<file path="src/rtl/sha3_pad_pkg.sv">
// Shared types and constants for the SHA-3 pad buffer.
//   sha3_mode_e  : rate select encoding on the mode input
//   RateTable    : rate in bits, indexed by sha3_mode_e
//   MaxRate      : widest rate (1152 bits), sets the block register width
//   DomainByte   : domain separation byte; 0x01 (original Keccak) when
//                  SHA3_KECCAK_LEGACY_PAD_EN is defined, 0x06 (FIPS 202) otherwise
//   pad_state_e  : buffer FSM states
package sha3_pad_pkg;

    typedef enum logic [1:0] {
        Mode224 = 2'd0,
        Mode256 = 2'd1,
        Mode384 = 2'd2,
        Mode512 = 2'd3
    } sha3_mode_e;

    localparam int unsigned MaxRate = 1152;
    localparam int unsigned RateW   = 11;

    // Index 0 is the rightmost element of the packed array.
    localparam logic [3:0][RateW-1:0] RateTable = '{11'd576, 11'd832, 11'd1088, 11'd1152};

`ifdef SHA3_KECCAK_LEGACY_PAD_EN
    localparam logic [7:0] DomainByte = 8'h01;
`else
    localparam logic [7:0] DomainByte = 8'h06;
`endif

    localparam logic [7:0] PadEndByte = 8'h80;

    typedef enum logic [1:0] {
        StIdle,
        StFill,
        StFull,
        StDone
    } pad_state_e;

endpackage

</file>
<file path="src/rtl/sha3_pad_byte_mask.sv">
// Byte selection for the final message word.
//   byte_num_i  : number of valid message bytes in the final word
//   keep_mask_o : bit b set when byte b (b=0 is the MSB byte) carries message data
//   pad_sel_o   : one-hot, bit b set where the domain byte is placed
module sha3_pad_byte_mask #(
    parameter int unsigned IN_W = 32
) (
    input  logic [$clog2(IN_W/8)-1:0] byte_num_i,
    output logic [IN_W/8-1:0]         keep_mask_o,
    output logic [IN_W/8-1:0]         pad_sel_o
);

    localparam int unsigned BytesPerWord = IN_W / 8;
    localparam int unsigned ByteNumW     = $clog2(BytesPerWord);

    always_comb begin
        keep_mask_o = '0;
        pad_sel_o   = '0;
        for (int b = 0; b < BytesPerWord; b++) begin
            keep_mask_o[b] = ByteNumW'(b) < byte_num_i;
            pad_sel_o[b]   = ByteNumW'(b) == byte_num_i;
        end
    end

endmodule

</file>
<file path="src/rtl/sha3_pad_buffer.sv">
// Collects big-endian message words into one SHA-3 rate block and applies
// pad10*1 with the domain byte on the final word.
// Ports:
//   clk, reset   : clock and synchronous active-high reset
//   mode         : rate select, latched on the first word of a message
//   in, in_ready : message word and its valid strobe
//   is_last      : current word is the final one; byte_num gives its valid bytes
//   f_ack        : permutation has consumed the block on out
//   buffer_full  : no word can be accepted
//   out          : block, first word at the MSBs; out_valid marks it complete
//   last_block   : the held block is the final, padded one
// Configuration: SHA3_KECCAK_LEGACY_PAD_EN selects the original Keccak domain byte.
module sha3_pad_buffer
    import sha3_pad_pkg::*;
#(
    parameter int unsigned IN_W = 32
) (
    input  logic                      clk,
    input  logic                      reset,
    input  logic [1:0]                mode,
    input  logic [IN_W-1:0]           in,
    input  logic                      in_ready,
    input  logic                      is_last,
    input  logic [$clog2(IN_W/8)-1:0] byte_num,
    input  logic                      f_ack,
    output logic                      buffer_full,
    output logic [MaxRate-1:0]        out,
    output logic                      out_valid,
    output logic                      last_block
);

    localparam int unsigned BytesPerWord = IN_W / 8;
    localparam int unsigned MaxWords     = MaxRate / IN_W;
    localparam int unsigned CntW         = $clog2(MaxWords + 1);
    localparam int unsigned WordShift    = $clog2(IN_W);

    pad_state_e          state_q, state_d;
    sha3_mode_e          mode_q, mode_d, eff_mode;
    logic [CntW-1:0]     cnt_q, cnt_d;
    logic [MaxRate-1:0]  out_q, out_d;
    logic                last_q, last_d;

    logic [RateW-1:0]    rate, wpb, rate_bytes;
    logic                accept, block_end;
    logic [IN_W-1:0]     last_word;
    logic [BytesPerWord-1:0] keep_mask, pad_sel;

    // The live mode input only matters for the first word of a message.
    assign eff_mode   = (state_q == StIdle) ? sha3_mode_e'(mode) : mode_q;
    assign rate       = RateTable[eff_mode];
    assign wpb        = rate >> WordShift;
    assign rate_bytes = rate >> 3;
    assign accept     = in_ready && ((state_q == StIdle) || (state_q == StFill));
    assign block_end  = RateW'(cnt_q) == (wpb - RateW'(1));

    sha3_pad_byte_mask #(
        .IN_W(IN_W)
    ) u_byte_mask (
        .byte_num_i (byte_num),
        .keep_mask_o(keep_mask),
        .pad_sel_o  (pad_sel)
    );

    always_comb begin
        last_word = '0;
        for (int b = 0; b < BytesPerWord; b++) begin
            if (keep_mask[b]) begin
                last_word[IN_W-1-8*b -: 8] = in[IN_W-1-8*b -: 8];
            end else if (pad_sel[b]) begin
                last_word[IN_W-1-8*b -: 8] = DomainByte;
            end
        end
    end

    // FSM: state register
    always_ff @(posedge clk) begin
        if (reset) begin
            state_q <= StIdle;
        end else begin
            state_q <= state_d;
        end
    end

    // FSM: next state
    always_comb begin
        state_d = state_q;
        unique case (state_q)
            StIdle, StFill: begin
                if (accept) begin
                    state_d = (is_last || block_end) ? StFull : StFill;
                end
            end
            StFull: begin
                if (f_ack) begin
                    state_d = last_q ? StDone : StFill;
                end
            end
            StDone:  state_d = StDone;
            default: state_d = StIdle;
        endcase
    end

    // FSM: outputs
    always_comb begin
        buffer_full = (state_q == StFull) || (state_q == StDone);
        out_valid   = (state_q == StFull);
    end

    assign out        = out_q;
    assign last_block = last_q;

    always_comb begin
        out_d  = out_q;
        cnt_d  = cnt_q;
        mode_d = mode_q;
        last_d = last_q;
        if (accept) begin
            if (state_q == StIdle) begin
                mode_d = eff_mode;
            end
            cnt_d  = cnt_q + CntW'(1);
            last_d = is_last;
            for (int w = 0; w < MaxWords; w++) begin
                if (CntW'(w) == cnt_q) begin
                    out_d[MaxRate-1-w*IN_W -: IN_W] = is_last ? last_word : in;
                end else if (is_last && (CntW'(w) > cnt_q)) begin
                    out_d[MaxRate-1-w*IN_W -: IN_W] = '0;
                end
            end
            // Final rate byte may coincide with the domain byte; OR merges them.
            if (is_last) begin
                for (int k = 0; k < MaxRate / 8; k++) begin
                    if (RateW'(k) == (rate_bytes - RateW'(1))) begin
                        out_d[MaxRate-1-8*k -: 8] = out_d[MaxRate-1-8*k -: 8] | PadEndByte;
                    end
                end
            end
        end else if ((state_q == StFull) && f_ack && !last_q) begin
            out_d = '0;
            cnt_d = '0;
        end
    end

    always_ff @(posedge clk) begin
        if (reset) begin
            out_q  <= '0;
            cnt_q  <= '0;
            mode_q <= Mode224;
            last_q <= 1'b0;
        end else begin
            out_q  <= out_d;
            cnt_q  <= cnt_d;
            mode_q <= mode_d;
            last_q <= last_d;
        end
    end

endmodule

</file>
<file path="config.mk">
export PLATFORM = sky130hd
export DESIGN_NAME = sha3_pad_buffer
export DESIGN_NICKNAME = d
export VERILOG_FILES = /design/src/rtl/sha3_pad_pkg.sv /design/src/rtl/sha3_pad_byte_mask.sv /design/src/rtl/sha3_pad_buffer.sv
export SDC_FILE = /design/constraint.sdc
export NUM_CORES = 2
export LEC_CHECK = 0
export BUFFER_PORTS_ARGS = -buffer_cell sky130_fd_sc_hd__buf_2
export CORE_AREA = 4 4 465 467
export CTS_BUF_LIST = sky130_fd_sc_hd__clkbuf_16
export DETAILED_ROUTE_END_ITERATION = 12
export DIE_AREA = 0 0 469 471
export PLACE_DENSITY = 0.33
export SYNTH_ARGS = -nofsm -noshare
export SYNTH_HDL_FRONTEND = slang
export SYNTH_SLANG_ARGS = --single-unit
export TNS_END_PERCENT = 10
</file>
<file path="constraint.sdc">
create_clock -name clk -period 3 [get_ports clk]
set_clock_uncertainty 0.2 [all_clocks]
set_input_delay 0.6 -clock clk [delete_from_list [all_inputs] [get_ports clk]]
set_output_delay 0.6 -clock clk [all_outputs]
set_load 0.03 [all_outputs]
</file>
==> flow_summary.ini <==
[status]
status = finished, final reports clean

[grt]
antenna_found_initial = 31
grt_pass1_wl_mm = 346
overflow = 0
grt_max_degree = 143
gr-usage-all-layers_pct = 22.8
first_global_vias = 36000

[die]
coreArea_um2 = 212000
die_w_um = 469
die_h_um = 471
row_count = 169
die_area_um2 = 221000
ios = 1196
start_util_pct = 18.6

[synth]
synthesis.nets = 3871
dominantRegCellSynth = dfxtp_1
ys_warn_count = 0
async_flop_share_pct = 0
ys_seq_elements = 1163
synthesis.area_um2 = 39400
yosysSeqAreaShare_pct = 59.1
yosysUniqueCellTypes = 73
syn-instance-count = 3826
avgSynthCellArea_um2 = 10.3
synth-edff-count = 0

[worst_setup_path]
critPathKind = reg2reg
rrSetupSlack_ns = 0.13
r2r-end = out[542]$_SDFFE_PP0P_
worst_path_max_delay_cell = nor2_1
worst_path_largest_cell_delay_ns = 0.75
worstPathRequired_ns = 3.51
worst-path-max-fanout = 9
arrival_ns = 3.38
end_kind = flip-flop
startpoint_type = flip-flop
ff2ff_path_depth = 5
r2r_start = cnt_q[4]$_SDFFE_PP0P_
crit_chain = nor2b_1, nand3_1, buf_4, nor2_1, a22o_1

[power_and_ir_drop]
p_leak_nw = 24.1
ir_drop_mv = 0.571
cellPowerDensity_nw_per_um2 = 642

[placement]
numPortBuffers = 1195
place.gp.congestion = 0.831
place_hpwl_mm = 192

[sta]
fin_tns_setup_ns = 0
max-slew-margin-rel_pct = 25.0
rsz0062_at_grt = false
period_needed_ns = 2.87
maxSlewViolCount = 0
hold_viol = 0
finalSetupViolCount = 0
clock.fmax_ghz = 0.349
max_slew.worst_pin.slew_ns = 1.12
fin_crit_sh_pct = 95.5

[worst_hold_path]
min_to = out[586]$_SDFFE_PP0P_
hold_path.class = in2reg
worstHoldPathCells = 4
holdCritStartpoint = in[10]

[cts]
root_buffer = clkbuf_16
cts_made_buffers = 144
cts_setup_buffers = 0
ctsResizeCount = 0
ctsHoldBuffers = 17
cts_sinks = 1163
clk_latency_ns = 0.76
clk_pin_slew_ns = 0.06
htreeDepth = 4
clock_path_buffers = 3
cts_tree = done

[run]
drv_cap = 0

[route]
drt-initial-drc-count = 2998
ant_nets = 0
drc = 0
firstDrtPassIters = 6
routed_wl_mm = 265
vias = 37100
wl_per_cell_um = 33.1
routed_via_density = 4.64

[layout]
fin_nets = 5100
layout_common_cells = buf_2, dfxtp_1, nor2_1
final_layout_size_suffix_gt1_share_pct = 34.9
final_common_cell = buf_2
final_core_util_pct = 26.1
syn_to_final_growth_pct = 40.0
## final cells by class
class	count	area [µm²]
antenna	18	45.0
clock buffer	148	3700
clock inverter	106	792
fill	22900	156000
inverter	12	45.0
multi-input combinational	2239	14700
sequential	1163	23300
tap	2821	3530
timing repair buffer	1495	9090
## worst max path at each step
stage / slack, ns / to / depth (start not counted) / startpoint
5_1_grt: 0.02 / out[273]$_SDFFE_PP0P_ / 5 / cnt_q[3]$_SDFFE_PP0P_
4_1_cts: 0.11 / out[267]$_SDFFE_PP0P_ / 5 / cnt_q[3]$_SDFFE_PP0P_
6_report: 0.13 / out[542]$_SDFFE_PP0P_ / 5 / cnt_q[4]$_SDFFE_PP0P_
2_1_floorplan: 0.64 / out[438]$_SDFFE_PP0P_ / 10 / cnt_q[0]$_SDFFE_PP0P_
3_5_place_dp: 0.06 / out[156]$_SDFFE_PP0P_ / 8 / is_last
3_3_place_gp: 0.06 / out[238]$_SDFFE_PP0P_ / 8 / is_last
## registers in the layout, indices dropped and copies added (netlist names)
signal      count
out          1152
last_block      1
state_q         2
mode_q          2
cnt_q           6
## power breakdown
part           switching [W]  leakage (nW)  internal, W
clock network        0.00753          2.30      0.00943
registers          0.0000354          9.37       0.0155
logic                0.00231          12.4     0.000635
## synthesized netlist by cell type, types with 3 or more instances
cell	n	area share (%)
nand2_1	110	1.0
a211oi_1	3	0.057
a21oi_2	3	0.067
nand2b_1	11	0.17
nand4_1	3	0.048
a31oi_1	8	0.13
a22o_1	402	8.9
o21ai_0	36	0.46
inv_1	11	0.10
nor2_2	8	0.13
dfxtp_1	1163	59
buf_6	3	0.086
nor3_1	13	0.17
a32oi_1	7	0.16
a21oi_1	39	0.50
o21ai_1	21	0.27
nor3_2	3	0.076
nor2_1	692	6.6
buf_2	192	2.4
buf_1	10	0.095
o2bb2ai_1	132	2.9
o21a_1	3	0.057
and3_1	26	0.41
clkbuf_1	188	1.8
nand3_1	32	0.41
nor2b_1	13	0.21
or4b_1	3	0.076
a22oi_1	564	11
or3b_2	3	0.067
a21o_1	6	0.11
ha_1	4	0.13
and2_1	34	0.54
and4bb_2	3	0.095
buf_4	17	0.32
o31ai_1	3	0.057
a32o_1	9	0.23
o32ai_1	3	0.067
## worst max-delay path: cells and delay by family, from the launching register on
family	cells	cell delay, ns
simple gates	3	1.65
buf+inv	1	0.23
flops	1	0.51
compound gates	1	0.23
## per-stage QoR
| step | area (µm²) | setup slack [ns] | total power (W) | hold slack (ns) | std cells |
|---|---|---|---|---|---|
| after CTS | 55100 | 0.110 | 0.0360 | 0.0190 | 7984 |
| after detailed placement | 50500 | 0.0570 | 0.0189 | 0.238 | 7713 |
| after global routing | 55100 | 0.0194 | 0.0366 | 0.0624 | 7989 |
| final | 55200 | 0.135 | 0.0354 | 0.100 | 8002 |
| after global placement | 50500 | 0.0562 | 0.0189 | 0.234 | 7713 |
| after floorplan | 39400 | 0.635 | 0.0171 | 0.278 | 3826 |
## logic make-up (layout without fill, tap and decap cells)
| group | count (synthesis) | after routing | share of synthesized area [%] |
|---|---|---|---|
| buffers and inverters | 424 | 1761 | 4.87 |
| adder cells (fa/ha/maj) | 4 | 4 | 0.127 |
| multiplexers | 2 | 2 | 0.0571 |
| AO/OA/AOI/OAI | 1259 | 1259 | 25.3 |
| XOR/XNOR | 1 | 1 | 0.0222 |
| other | 0 | 18 | 0 |
| flip-flops | 1163 | 1163 | 59.1 |
| AND/OR/NAND/NOR | 973 | 973 | 10.6 |
## metal layers
layer | vias to the layer above | wire length, µm | track usage [%] | share of wire [%]
met5 | - | 34 | 0 | 0.013
met4 | 4 | 7730 | 5.91 | 2.9
met3 | 282 | 24200 | 7.50 | 9.1
met2 | 1691 | 122000 | 37.6 | 46
met1 | 18700 | 110000 | 28.5 | 42
li1 | 16400 | - | - | -
(Power assumes the default switching activity.)
